File: src/rtl/avalon_slave_interface.sv
// -----------------------------------------------------------------------------
// avalon_slave_interface
//
// Avalon-MM burst slave that turns bursts from an external Avalon master into
// transactions on the AXI-like user bus (aw/w/ar/r channels). One burst is
// carried at a time. There is no reorder buffering, and read data is returned
// through a register stage.
//
// Optional feature: define AVS_ERROR_CHECK_EN to build the sticky protocol
// error detector. When the macro is not defined, error is tied to 0.
//
// Parameters
//   C_AVS_ADDR_WIDTH : byte address width on both sides
//   C_AVS_DATA_WIDTH : data width (byte lanes = C_AVS_DATA_WIDTH/8)
//   C_AVS_OFFSET     : added to the Avalon address to form awaddr/araddr
//
// Ports
//   ACLK, ARESETN       : clock, asynchronous active-low reset
//   avs_*               : Avalon-MM slave side (address, burstcount,
//                         byteenable, read, write, writedata, waitrequest,
//                         readdata, readdatavalid)
//   awaddr/awlen/awvalid/awready         : user write address channel
//   wdata/wstrb/wlast/wvalid/wready      : user write data channel
//   araddr/arlen/arvalid/arready         : user read address channel
//   rdata/rlast/rvalid/rready            : user read data channel
//   error               : sticky protocol error flag
// -----------------------------------------------------------------------------
module avalon_slave_interface #(
    parameter int                          C_AVS_ADDR_WIDTH = 32,
    parameter int                          C_AVS_DATA_WIDTH = 32,
    parameter logic [C_AVS_ADDR_WIDTH-1:0] C_AVS_OFFSET     = '0
) (
    input  logic                          ACLK,
    input  logic                          ARESETN,
    // Avalon-MM slave
    input  logic [C_AVS_ADDR_WIDTH-1:0]   avs_address,
    input  logic [8:0]                    avs_burstcount,
    input  logic [C_AVS_DATA_WIDTH/8-1:0] avs_byteenable,
    input  logic                          avs_read,
    input  logic                          avs_write,
    input  logic [C_AVS_DATA_WIDTH-1:0]   avs_writedata,
    output logic                          avs_waitrequest,
    output logic [C_AVS_DATA_WIDTH-1:0]   avs_readdata,
    output logic                          avs_readdatavalid,
    // user write address
    output logic [C_AVS_ADDR_WIDTH-1:0]   awaddr,
    output logic [7:0]                    awlen,
    output logic                          awvalid,
    input  logic                          awready,
    // user write data
    output logic [C_AVS_DATA_WIDTH-1:0]   wdata,
    output logic [C_AVS_DATA_WIDTH/8-1:0] wstrb,
    output logic                          wlast,
    output logic                          wvalid,
    input  logic                          wready,
    // user read address
    output logic [C_AVS_ADDR_WIDTH-1:0]   araddr,
    output logic [7:0]                    arlen,
    output logic                          arvalid,
    input  logic                          arready,
    // user read data
    input  logic [C_AVS_DATA_WIDTH-1:0]   rdata,
    input  logic                          rlast,
    input  logic                          rvalid,
    output logic                          rready,
    // status
    output logic                          error
);

    typedef enum logic [2:0] {
        IDLE  = 3'd0,
        WADDR = 3'd1,
        WDATA = 3'd2,
        RADDR = 3'd3,
        RDATA = 3'd4
    } state_e;

    state_e                        state_q, state_d;
    logic [C_AVS_ADDR_WIDTH-1:0]   addr_q, addr_d;
    logic [7:0]                    len_q, len_d;
    logic [8:0]                    count_q, count_d;
    logic [C_AVS_DATA_WIDTH-1:0]   rdata_q;
    logic                          rdv_q;

    logic [8:0]                    bc_eff_s;
    logic [8:0]                    bc_m1_s;
    logic                          waitreq_s;
    logic                          awvalid_s;
    logic                          wvalid_s;
    logic                          wlast_s;
    logic                          arvalid_s;
    logic                          rready_s;

    // Clamp burstcount into 1..256: zero becomes a single beat, oversize clips.
    always_comb begin
        bc_eff_s = avs_burstcount;
        if (avs_burstcount == 9'd0) begin
            bc_eff_s = 9'd1;
        end else if (avs_burstcount > 9'd256) begin
            bc_eff_s = 9'd256;
        end else begin
            bc_eff_s = avs_burstcount;
        end
        bc_m1_s = bc_eff_s - 9'd1;
    end

    // Next-state and handshake outputs for the burst FSM.
    always_comb begin
        state_d   = state_q;
        addr_d    = addr_q;
        len_d     = len_q;
        count_d   = count_q;
        waitreq_s = 1'b1;
        awvalid_s = 1'b0;
        wvalid_s  = 1'b0;
        wlast_s   = 1'b0;
        arvalid_s = 1'b0;
        rready_s  = 1'b0;
        case (state_q)
            IDLE: begin
                // Write has priority when both requests are present.
                if (avs_write) begin
                    addr_d  = avs_address + C_AVS_OFFSET;
                    len_d   = bc_m1_s[7:0];
                    count_d = bc_eff_s;
                    state_d = WADDR;
                end else if (avs_read) begin
                    addr_d  = avs_address + C_AVS_OFFSET;
                    len_d   = bc_m1_s[7:0];
                    count_d = bc_eff_s;
                    state_d = RADDR;
                end else begin
                    state_d = IDLE;
                end
            end
            WADDR: begin
                awvalid_s = 1'b1;
                if (awready) begin
                    state_d = WDATA;
                end else begin
                    state_d = WADDR;
                end
            end
            WDATA: begin
                // Avalon beats flow straight through; wready is the stall.
                wvalid_s  = avs_write;
                waitreq_s = ~wready;
                wlast_s   = (count_q == 9'd1);
                if (avs_write && wready) begin
                    count_d = count_q - 9'd1;
                    if (count_q == 9'd1) begin
                        state_d = IDLE;
                    end else begin
                        state_d = WDATA;
                    end
                end else begin
                    state_d = WDATA;
                end
            end
            RADDR: begin
                // Release the Avalon command in the same cycle as the ar handshake.
                arvalid_s = 1'b1;
                waitreq_s = ~arready;
                if (arready) begin
                    state_d = RDATA;
                end else begin
                    state_d = RADDR;
                end
            end
            RDATA: begin
                // Termination uses the beat count only; rlast is not trusted.
                rready_s = 1'b1;
                if (rvalid) begin
                    count_d = count_q - 9'd1;
                    if (count_q == 9'd1) begin
                        state_d = IDLE;
                    end else begin
                        state_d = RDATA;
                    end
                end else begin
                    state_d = RDATA;
                end
            end
            default: begin
                state_d = IDLE;
            end
        endcase
    end

    // FSM state and captured burst command.
    always_ff @(posedge ACLK or negedge ARESETN) begin
        if (!ARESETN) begin
            state_q <= IDLE;
            addr_q  <= '0;
            len_q   <= 8'd0;
            count_q <= 9'd0;
        end else begin
            state_q <= state_d;
            addr_q  <= addr_d;
            len_q   <= len_d;
            count_q <= count_d;
        end
    end

    // Register each accepted read beat so that it reaches Avalon one cycle later.
    always_ff @(posedge ACLK or negedge ARESETN) begin
        if (!ARESETN) begin
            rdata_q <= '0;
            rdv_q   <= 1'b0;
        end else if ((state_q == RDATA) && rvalid) begin
            rdata_q <= rdata;
            rdv_q   <= 1'b1;
        end else begin
            rdv_q   <= 1'b0;
        end
    end

`ifdef AVS_ERROR_CHECK_EN
    logic error_q;
    logic err_set_s;

    // Collect every protocol violation seen this cycle.
    always_comb begin
        err_set_s = 1'b0;
        case (state_q)
            IDLE: begin
                if ((avs_read || avs_write) &&
                    ((avs_burstcount == 9'd0) || (avs_burstcount > 9'd256))) begin
                    err_set_s = 1'b1;
                end else if (avs_read && avs_write) begin
                    err_set_s = 1'b1;
                end else begin
                    err_set_s = 1'b0;
                end
            end
            WDATA: begin
                err_set_s = avs_read;
            end
            RDATA: begin
                if (rvalid && (rlast != (count_q == 9'd1))) begin
                    err_set_s = 1'b1;
                end else begin
                    err_set_s = 1'b0;
                end
            end
            default: begin
                err_set_s = 1'b0;
            end
        endcase
    end

    // Sticky error flag; only reset clears it.
    always_ff @(posedge ACLK or negedge ARESETN) begin
        if (!ARESETN) begin
            error_q <= 1'b0;
        end else if (err_set_s) begin
            error_q <= 1'b1;
        end else begin
            error_q <= error_q;
        end
    end

    assign error = error_q;
`else
    assign error = 1'b0;
`endif

    assign avs_waitrequest   = waitreq_s;
    assign avs_readdata      = rdata_q;
    assign avs_readdatavalid = rdv_q;
    assign awaddr            = addr_q;
    assign awlen             = len_q;
    assign awvalid           = awvalid_s;
    assign wdata             = avs_writedata;
    assign wstrb             = avs_byteenable;
    assign wlast             = wlast_s;
    assign wvalid            = wvalid_s;
    assign araddr            = addr_q;
    assign arlen             = len_q;
    assign arvalid           = arvalid_s;
    assign rready            = rready_s;

endmodule

File: config.mk
export PLATFORM = sky130hd
export DESIGN_NAME = avalon_slave_interface
export DESIGN_NICKNAME = d
export VERILOG_FILES = /design/src/rtl/avalon_slave_interface.sv
export SDC_FILE = /design/constraint.sdc
export NUM_CORES = 1
export LEC_CHECK = 0
export BUFFER_PORTS_ARGS = -buffer_cell sky130_fd_sc_hd__buf_4
export CAP_MARGIN = 20
export CORE_MARGIN = 3
export CORE_UTILIZATION = 43
export DETAILED_ROUTE_END_ITERATION = 8
export GPL_ROUTABILITY_DRIVEN = 1
export PLACE_DENSITY = 0.86
export SLEW_MARGIN = 10
export SYNTH_ARGS = -nofsm -noshare
export SYNTH_HDL_FRONTEND = slang
export SYNTH_SLANG_ARGS = --single-unit
File: constraint.sdc
create_clock -name ACLK -period 1.9 [get_ports ACLK]
set_input_delay 0.38 -clock ACLK [delete_from_list [all_inputs] [get_ports ACLK]]
set_output_delay 0.38 -clock ACLK [all_outputs]
set_load 0.005 [all_outputs]
==> summary.txt, run 1 <==
Synthesis
  • Multiplexer share of the synthesized area: approximately 8.9%
  • Dominant synthesized flop cell: dfrtp_1
  • Syn Area/Cell: approximately 9.9 µm²
  • Number of enable flip-flop cells after synthesis: 0
  • Ranking of synthesized cells by area: dfrtp_1 (49%), buf_4 (13%), nand2_1 (9.7%)
  • Post-Syn Area: 4322 µm²
  • Top-area cell type share of the netlist area: roughly 49%
  • Most common cell in the netlist: nand2_1
  • Proportion of synthesized chip area in sequential cells: 49.22%
  • Post-Synth Adder-Cell Area: less than 1%
  • Area share of xor/xnor cells in the synthesized design: less than 1%
  • Post-synthesis share of cell area spent on and, or, nand and nor gates: 17.05%
  • Distinct cell type count after synthesis: 47
  • Ys Warns: 0
  • Post-Synthesis Cells: 436
  • Flop and latch count out of synthesis: 85
  • Synth area leader: dfrtp_1
  • Largest family of logic cells by synthesized area: simple AND/OR/NAND/NOR gates
  • Most instantiated cells after synthesis: nand2_1 (112), dfrtp_1 (85), buf_4 (77), mux2_2 (34), nor2_1 (15)
  • Share of the synthesized area in compound gates (AO/OA/AOI/OAI): under 10%
  • Ys async rst share: 100.0%
  • Post-Synthesis Net Count: ~560

Worst hold path
  • Kind of path behind the tightest hold check: input port to register

Timing
  • Slew Limit Fails: 0
  • Max-slew headroom at the worst pin: roughly 64%
  • Final critical path time including I/O delays and setup: ~2.0 ns
  • Fraction of the cycle the final worst path needs: 102.7%
  • Least setup slack across all paths after layout: -0.05109 ns
  • Hold Vio Cnt, Final: 0
  • Fmax: about 500 MHz
  • Number of setup violations in the final report: 1
  • Slew at the pin closest to its max-slew limit: ~0.53 ns
  • Setup repair after global routing missed its margin: yes
  • Clock tree skew after final layout: between 0.01 and 0.015 ns

Die
  • Height of the die: 106.3 µm
  • Horizontal die dimension: 106.3 µm
  • Top Ports: roughly 270
  • Placeable core region: roughly 9500 µm²
  • Effective utilization at floorplan: between 40 and 50%
  • Die outline area: about 11,000 µm²
  • Rows: 35

Cells and area
  • Non-filler cells, final: between 700 and 800
  • Utilization of the core after routing: roughly three fifths
  • Area growth from synthesis to layout: 35.23%
  • Layout cell share with drive strength beyond 1: 50.17%
  • Final net count: 700
  • # diodes: 0

Drt
  • Number of DRC markers in iteration 0: between 150 and 200
  • Number of vias per cell after detailed routing: ~5
  • Drt total wl: roughly 11,000 µm
  • Number of routed nets with antenna violations: 0
  • Number of detailed-route iterations in the first pass: 7
  • DRC viols: 0
  • Total via count in the routed design: 3,558
  • Final routed wire length divided by cell count: 16.03 µm

Outcome
  • Result of the run: finished, violations left
  • Failing checks: setup timing

Global route
  • Final global-route overflow total: 0
  • Largest net degree at the start of global routing: 46
  • GRT Overall Usage: between 10% and 20%
  • Number of antenna violations at the first check in global routing: 0
  • Via count of the first global-routing pass: 3,417
  • Wire length of the first global-routing pass: around 17,000 µm

Clock tree
  • Maximum buffer depth of the clock tree: 2
  • Register clock-pin slew on the reported worst setup and hold paths: around 0.10 ns
  • TritonCTS clock tree: done
  • Clock net sink count: 85
  • Clock latency on the worst-skew pair: 0.35 ns
  • Root buf cell: clkbuf_8
  • Clock buffers created by TritonCTS: 9
  • Number of H-tree levels: 3

Run
  • Reported max-cap violation count: 0

Critical path
  • Cell type group with the largest total delay on the critical path: simple AND/OR/NAND/NOR gates
  • CP Capture Type: output pin
  • Critical path peak fanout: 2
  • Setup Crit Path Kind: register to output pin
  • CP Data Arrival Time: 1.57 ns
  • Count of buffer and inverter cells on the critical path: 1
  • Worst stage delay on the critical path: between 0.4 and 0.5 ns
  • Highest-delay cell along the critical path: dfrtp_1
  • Ordered list of cells on the worst path: nor4_4 -> nand4b_1 -> nor3_2 -> buf_4
  • Data required time of the worst path: about 1.5 ns
  • Nature of the critical path startpoint: register

Placed design
  • HPWL after DPL: about 8700 µm
  • Port buffer count: 199
  • Inst Count DP: 690
  • Last weighted congestion value of the routability-driven placer: between 0.8 and 0.9

Pwr
  • Overall power after layout: 0.009505 W
  • Power density over cell area: 1626 nW/µm²
  • VDD IR max: between 700 and 800 µV
  • Leakage power: 2.987 nW
==> tightest hold or removal path, cell delays in order <==
cell and delay, ns:
buf_4 0.07, nand2_1 0.04, nand2_1 0.05
==> path summary, 6_finish.rpt <==
check	startpoint	endpoint	slack [ns]	cells past startpoint
worst max-delay path	count_q[7]	wlast	-0.05	4
worst min-delay path	avs_address[2]	araddr[2]	0.22	3
worst max register to register	count_q[7]	state_q[1]	0.10	8
worst min register to register	avs_readdata[27]	avs_readdata[27]	0.51	1
max in group asynchronous	ARESETN	state_q[1]	0.81	3
min in group asynchronous	ARESETN	araddr[20]	0.49	2
==> per-stage QoR <==
stage | setup TNS [ns] | hold slack [ns] | worst slack [ns] | area, µm²
6_report | -0.05109 | 0.2155 | -0.05109 | 5844
5_1_grt | -0.1519 | 0.1907 | -0.1469 | 5844
4_1_cts | -0.06851 | 0.1935 | -0.06851 | 5833
3_5_place_dp | -0.3130 | 0.3161 | -0.1321 | 5527
3_3_place_gp | -0.1025 | 0.3077 | -0.05194 | 5527
2_1_floorplan | 0 | 0.08441 | 0.08888 | 4328
==> final cells by class <==
type                    instances  area, µm²
well taps                     129      161.4
multi-input cells             250       1558
clock inverters                 7      102.6
clock buffers                   9      123.9
fillers                       769       3659
repair buffers                227       1744
inverters                       6      22.52
flip-flops and latches         85       2132
==> kinds of logic (layout without fill, tap and decap cells) <==
family,after synthesis,in the layout
compound gates,44,44
xor+xnor,2,2
fa+ha+maj,3,3
buf+inv,101,249
flops,85,85
mux,34,34
other cells,1,1
simple gates,166,166
==> registers in the layout, indices dropped and copies added, names as in the netlist <==
register	count
avs_readdata	32
count_q	9
avs_readdatavalid	1
araddr	32
state_q	3
arlen	8
==> metal layers <==
layer	share of wire, %	global-route usage, %	vias up
met4	1.9	6.013	0
met5	0	0	-
li1	-	-	1662
met2	53	34.39	174
met1	38	22.36	1689
met3	7.9	4.250	33
==> power breakdown <==
part | switching (W) | leakage, nW | internal (W) | total, W
Sequential | 0.000696 | 1.05 | 0.00268 | 0.00338
Combinational | 0.00201 | 1.82 | 0.00265 | 0.00466
Clock | 0.000706 | 0.116 | 0.000760 | 0.00147
Total | 0.00341 | 2.99 | 0.00609 | 0.00950
==> cells in the final DEF (no fill, tap or decap), types with 4 or more instances in the layout <==
cell	count
a21oi_1	8
dfrtp_1	81
o21ai_0	5
clkbuf_8	9
nand3_1	5
nand2_1	112
a31oi_1	6
buf_4	223
mux2_2	34
inv_1	6
dfrtp_2	4
nor2_1	14
==> timing repair <==
action	in CTS	in global routing
endpoints found under the setup margin	1	10
endpoints found under the hold margin	24	0
pin swaps	2	3
setup buffers	7	0
hold buffers	1	0
gates resized for setup	4	7
Power figures use the tool's default switching activity.
==> run 2: changes to the inputs <==
- CORE_ASPECT_RATIO: default -> 0.75
- CORE_UTILIZATION: 43 -> 44
- CTS_BUF_LIST: default -> sky130_fd_sc_hd__clkbuf_8
- PLACE_DENSITY: 0.86 -> 0.87
==> run 2 against run 1 <==
Compared with the run above: the flow still finishes with violations (setup timing); final area down 0.58%; sequential share of layout area up 0.17 points; register-to-register slack about the same; via count up 0.22%; critical path depth unchanged; clock skew down 0.0036 ns; final cell count down 0.14%; sequential power about the same; die area down 2.0%; combinational power up 3%; setup slack better by 0.014 ns; critical path type unchanged; critical endpoint unchanged; largest power group unchanged.
==> summary.txt, run 2 (same netlist as run 1, synthesis figures left out) <==
Drt
  • Number of routed nets with antenna violations: 0 (unchanged)
  • Uppermost layer routed: met4
  • Detailed-route wire length on metal 1: 4604 µm (+7.0%)
  • Drt total wl: 11,620 µm (+1.7%)
  • Routed wl met3: 906 µm (+0.89%)
  • Wire length on met2: 5911 µm (-1.7%)
  • DRC viols: 0 (unchanged)
  • Final routed wire length divided by cell count: 16.32 µm (+1.8%)
  • Number of DRC markers in iteration 0: 198 (+15%)
  • Number of detailed-route iterations in the first pass: 4 (-3)
  • Number of vias per cell after detailed routing: 5.008 (+0.37%)
  • Total via count in the routed design: 3,566 (+0.22%)

Placed design
  • Minimum setup slack after placement: -0.1444 ns (-0.01228 ns)
  • Inst Count DP: 686 (-0.58%)
  • Cell area after placement: 5515 µm² (-0.20%)
  • HPWL after DPL: 8900 µm (+2.8%)
  • Last weighted congestion value of the routability-driven placer: 0.8947 (+3.0%)
  • Port buffer count: 199 (unchanged)

Critical path
  • Nature of the critical path startpoint: register
  • Flop2flop setup slack: 0.09 ns (about the same)
  • Critical register-to-register path endpoint: avs_readdata[4]
  • Setup Crit Path Kind: register to output pin
  • Data required time of the worst path: 1.52 ns (about the same)
  • CP Capture Type: output pin
  • Worst reg2reg path startpoint: state_q[0]
  • CP Data Arrival Time: 1.56 ns (about the same)
  • FF-to-FF path depth: 5 (-3)
  • Critical path peak fanout: 2 (unchanged)

Worst hold path
  • Kind of path behind the tightest hold check: input port to register
  • Hold path startpoint: avs_address[7]
  • Hold Crit Depth: 3 (unchanged)
  • Endpoint with the worst hold slack: araddr[7]

Timing
  • Fmax: 516.2 MHz (+0.72%)
  • Worst hold slack after final layout: 0.2091 ns (-0.006400 ns)
  • Clock tree skew after final layout: 0.01123 ns (-0.003586 ns)
  • Hold Vio Cnt, Final: 0 (unchanged)
  • Setup repair after global routing missed its margin: yes
  • Number of setup violations in the final report: 1 (unchanged)
  • Final critical path time including I/O delays and setup: 1.937 ns (-0.01391 ns)
  • Fraction of the cycle the final worst path needs: 102.0% (-0.73 points)
  • Slew Limit Fails: 0 (unchanged)
  • Setup_tns: -0.03718 ns (+0.01391 ns)
  • Least setup slack across all paths after layout: -0.03718 ns (+0.01391 ns)

Die
  • Placeable core region: 9309 µm² (-2.0%)
  • Height of the die: 91.83 µm (-14%)
  • Rows: 30 (-14%)
  • Top Ports: 274 (unchanged)
  • Effective utilization at floorplan: 46.42% (+0.95 points)
  • Die outline area: 11,060 µm² (-2.0%)
  • Horizontal die dimension: 120.4 µm (+13%)

Clock tree
  • Root buf cell: clkbuf_8
  • TritonCTS clock tree: done
  • Clock net sink count: 85 (unchanged)
  • Clock latency on the worst-skew pair: 0.35 ns (about the same)
  • Number of H-tree levels: 3 (unchanged)
  • Maximum buffer depth of the clock tree: 2 (unchanged)
  • Register clock-pin slew on the reported worst setup and hold paths: 0.10 ns (about the same)
  • Clock buffers created by TritonCTS: 9 (unchanged)

Global route
  • Final global-route overflow total: 0 (unchanged)
  • GRT Overall Usage: 20.32% (+1.3 points)
  • Wire length of the first global-routing pass: 18,080 µm (+4.3%)
  • Largest net degree at the start of global routing: 43 (-6.5%)
  • Number of antenna violations at the first check in global routing: 0 (unchanged)
  • Via count of the first global-routing pass: 3,577 (+4.7%)

Run
  • Reported max-cap violation count: 0 (unchanged)

Cells and area
  • Final net count: 700 (unchanged)
  • Final-layout fill cell count: 759 (-1.3%)
  • # diodes: 0 (unchanged)
  • Highest-count cells in the layout ignoring fill and taps: buf_4 (221), nand2_1 (112), dfrtp_1 (83)
  • Layout cell share with drive strength beyond 1: 49.83% (-0.34 points)
  • Non-filler cells, final: 712 (-0.14%)
  • Final instance area: 5811 µm² (-0.58%)
  • Most frequent standard cell in the layout excluding fill and tap cells: buf_4
  • Area growth from synthesis to layout: 34.45%

Outcome
  • Failing checks: setup timing
  • Result of the run: finished, violations left

Pwr
  • Power density over cell area: 1605 nW/µm² (-1.3%)
  • VDD IR max: 761.6 µV (-2.2%)
  • Leakage power: 2.975 nW (-0.40%)
==> run 2: cell count changes in the layout (fill, tap and decap cells not counted), moves of 2 or more <==
cell,delta
buf_4,-2
dfrtp_2,-2
bufinv_16,-2
dfrtp_1,+2
clkinvlp_4,+2
==> run 2: area by class of cell <==
type                    instances  area (µm²)  area share (%)
clock inverters                 7       57.56          0.9905
well taps                     128       160.2           2.756
inverters                       6       22.52          0.3876
repair buffers                227        1760           30.30
clock buffers                   9       123.9           2.132
flip-flops and latches         85        2130           36.65
multi-input cells             250        1556           26.79
==> run 2: power by group <==
group	internal [W]	switching, W
Sequential	0.00268	0.000671
Combinational	0.00270	0.00211
Clock	0.000490	0.000681
Total	0.00587	0.00346
==> run 2: how the worst max path moves through the flow <==
stage,start,endpoint,slack [ns]
CTS,count_q[4],wlast,-0.10
global placement,avs_burstcount[2],arlen[6],-0.05
finish,count_q[5],wlast,-0.04
global route,count_q[5],wlast,-0.12
floorplan,avs_burstcount[2],arlen[6],0.09
detailed placement,avs_burstcount[2],arlen[4],-0.14
==> run 2: timing repair <==
action,4_1_cts,5_1_grt
endpoints found under the hold margin,31,0
pin swaps,3,4
endpoints found under the setup margin,4,10
setup buffers,5,4
hold buffers,1,0
resized for setup,5,4
==> run 2: stage by stage <==
step                total power (W)  util (%)
floorplan                  0.005849         -
detailed placement         0.008024     59.25
CTS                        0.009333     61.95
global placement           0.007803     59.25
global route               0.009994     62.42
finish                     0.009329     62.42
==> run 2: critical path, cell delays in order (launching register included) <==
cell	delay (ns)
dfrtp_1	0.41
nor4_4	0.32
nand4b_1	0.20
nor3_2	0.15
buf_4	0.13
==> run 2: layer usage <==
layer | GRT usage, % | vias to the layer above
li1 | - | 1660
met1 | 23.95 | 1712
met2 | 36.26 | 166
met3 | 5.980 | 28
met4 | 5.283 | 0
met5 | 0 | -
==> run 3: changes to the inputs <==
- PLACE_DENSITY: 0.87 -> 0.82
==> run 3 against run 2 <==
Compared with the run above: the flow still finishes with violations (setup timing); sequential power rose by 1%; routed wire length fell by 2.2%; final cell count fell by 0.70%; power rose by 2.3%; first-iteration DRC count rose by 24%; largest cell class unchanged; hold slack got worse by 0.17 ns; setup slack got worse by 0.031 ns.
==> summary.txt, run 3 (same netlist as run 1, synthesis figures left out) <==
Clock tree
  • Root buf cell: clkbuf_8
  • Clock latency on the worst-skew pair: 0.35 ns (about the same)
  • Register clock-pin slew on the reported worst setup and hold paths: 0.08 ns (-0.02 ns)
  • Maximum buffer depth of the clock tree: 2 (unchanged)
  • Clock net sink count: 85 (unchanged)
  • Clock buffers created by TritonCTS: 9 (unchanged)
  • TritonCTS clock tree: done
  • Number of H-tree levels: 3 (unchanged)
  • Hold buffer count at cts: 0 (-1)

Critical path
  • Flop2flop setup slack: 0.14 ns (+0.05 ns)
  • Stages on the worst setup path: 4 (unchanged)
  • CP Data Arrival Time: 1.59 ns (+0.03 ns)
  • Cell type group with the largest total delay on the critical path: simple AND/OR/NAND/NOR gates
  • Critical register-to-register path endpoint: count_q[6]
  • Worst stage delay on the critical path: 0.41 ns (about the same)
  • FF-to-FF path depth: 6 (+1)
  • Setup Crit Path Kind: register to output pin
  • Ordered list of cells on the worst path: nor4_4 -> nand4b_1 -> nor3_2 -> buf_4
  • Nature of the critical path startpoint: register
  • Worst reg2reg path startpoint: count_q[0]
  • Critical path peak fanout: 2 (unchanged)
  • Highest-delay cell along the critical path: dfrtp_1
  • Count of buffer and inverter cells on the critical path: 1 (unchanged)
  • Data required time of the worst path: 1.52 ns (about the same)
  • CP Capture Type: output pin

Outcome
  • Result of the run: finished, violations left
  • Failing checks: setup timing

Pwr
  • Power density over cell area: 1635 nW/µm² (+1.8%)
  • VDD IR max: 719.7 µV (-5.5%)
  • Leakage power: 2.980 nW (+0.16%)

Cells and area
  • Highest-count cells in the layout ignoring fill and taps: buf_4 (217), nand2_1 (112), dfrtp_1 (81)
  • Final net count: 696 (-0.57%)
  • Final-layout fill cell count: 759 (unchanged)
  • Most frequent standard cell in the layout excluding fill and tap cells: buf_4
  • # diodes: 0 (unchanged)
  • Register cell area after layout: 2132 µm² (+0.12%)
  • Utilization of the core after routing: 62.67% (+0.26 points)
  • Layout cell share with drive strength beyond 1: 49.91% (+0.085 points)
  • Area occupied by multi-input gates: 1573 µm² (+1.0%)
  • Area growth from synthesis to layout: 35.00%
  • Final instance area: 5834 µm² (+0.41%)

Timing
  • Slew at the pin closest to its max-slew limit: between 0.4 and 0.5 ns
  • Worst hold slack after final layout: 0.04262 ns (-0.1665 ns)
  • Hold Vio Cnt, Final: 0 (unchanged)
  • Fmax: 508.1 MHz (-1.6%)
  • Fraction of the cycle the final worst path needs: 103.6% (+1.6 points)
  • Setup repair after global routing missed its margin: yes
  • Max-slew headroom at the worst pin: between 60% and 70%
  • Clock tree skew after final layout: 0.006290 ns (-0.004936 ns)
  • Final critical path time including I/O delays and setup: 1.968 ns (+0.03090 ns)
  • Slew Limit Fails: 0 (unchanged)
  • Least setup slack across all paths after layout: -0.06808 ns (-0.03090 ns)
  • Number of setup violations in the final report: 1 (unchanged)

Die
  • Die outline area: 11,060 µm² (unchanged)
  • Horizontal die dimension: 120.4 µm (unchanged)
  • Effective utilization at floorplan: 46.42% (unchanged)
  • Rows: 30 (unchanged)
  • Height of the die: 91.83 µm (unchanged)
  • Top Ports: 274 (unchanged)
  • Placeable core region: 9309 µm² (unchanged)

Drt
  • Drt total wl: 11,370 µm (-2.2%)
  • Number of vias per cell after detailed routing: 5.004 (about the same)
  • DRC viols: 0 (unchanged)
  • Number of DRC markers in iteration 0: 245 (+24%)
  • Total via count in the routed design: 3,538 (-0.79%)
  • Final routed wire length divided by cell count: 16.08 µm (-1.5%)
  • Number of routed nets with antenna violations: 0 (unchanged)
  • Number of detailed-route iterations in the first pass: 4 (unchanged)

Placed design
  • Port buffer count: 199 (unchanged)
  • Last weighted congestion value of the routability-driven placer: 0.8756 (-2.1%)
  • Cell area after placement: 5498 µm² (-0.32%)
  • Minimum setup slack after placement: -0.09628 ns (+0.04813 ns)
  • HPWL after DPL: 8640 µm (-2.9%)

Worst hold path
  • Kind of path behind the tightest hold check: input port to async pin

Global route
  • Number of antenna violations at the first check in global routing: 0 (unchanged)
  • GRT Overall Usage: 19.81% (-0.51 points)
  • Largest net degree at the start of global routing: 86 (+100%)
  • Wire length of the first global-routing pass: 17,620 µm (-2.5%)
  • Final global-route overflow total: 0 (unchanged)
  • Via count of the first global-routing pass: 3,492 (-2.4%)

Run
  • Reported max-cap violation count: 0 (unchanged)
==> run 3: how the worst max path moves through the flow <==
stage | from | end | slack, ns
6_report | count_q[5] | wlast | -0.07
5_1_grt | count_q[5] | wlast | -0.17
4_1_cts | count_q[4] | wlast | -0.10
3_5_place_dp | avs_burstcount[2] | arlen[6] | -0.1
3_3_place_gp | avs_burstcount[2] | arlen[6] | -0.04
2_1_floorplan | avs_burstcount[2] | arlen[6] | 0.09
==> run 3: final cells by class <==
cell class	count	share of cell area, %
Clock buffer	11	2.595
Inverter	6	0.3860
Tap cell	128	2.745
Sequential cell	85	36.54
Multi-Input combinational cell	250	26.96
Timing Repair Buffer	223	29.53
Clock inverter	4	1.244
==> run 3: layer usage <==
metal,wire length (µm),vias to the layer above,track usage [%]
met5,0,-,0
met4,121,0,5.377
met3,982,20,7.337
met2,5821,171,33.98
met1,4440,1692,23.44
li1,-,1655,-
==> run 3: report_power, final <==
| part | switching [W] | leakage, nW | internal [W] |
|---|---|---|---|
| Sequential | 0.000720 | 1.05 | 0.00268 |
| Clock | 0.000618 | 0.117 | 0.000803 |
| Combinational | 0.00204 | 1.81 | 0.00268 |
==> run 3: timing repair <==
action | CTS | global route
gates cloned | 0 | 0
endpoints found under the hold margin | 0 | 0
gates resized for setup | 8 | 8
setup buffers | 2 | 3
setup endpoints to repair | 5 | 6
pin swaps | 1 | 3
==> run 3: stage by stage <==
stage | setup TNS, ns | total power (W) | instances
6_report | -0.06808 | 0.009540 | 707
5_1_grt | -0.1749 | 0.01018 | 707
4_1_cts | -0.1000 | 0.009507 | 704
3_5_place_dp | -0.1843 | 0.008001 | 687
3_3_place_gp | -0.06802 | 0.007808 | 687
2_1_floorplan | 0 | 0.005849 | 436
==> run 3: worst reg2reg max path: cells and delay by family, from the launching register on <==
kind            cells  cell delay, ns
flops               1            0.43
compound gates      2            0.34
fa+ha+maj           1            0.18
simple gates        2            0.62
buf+inv             1            0.08
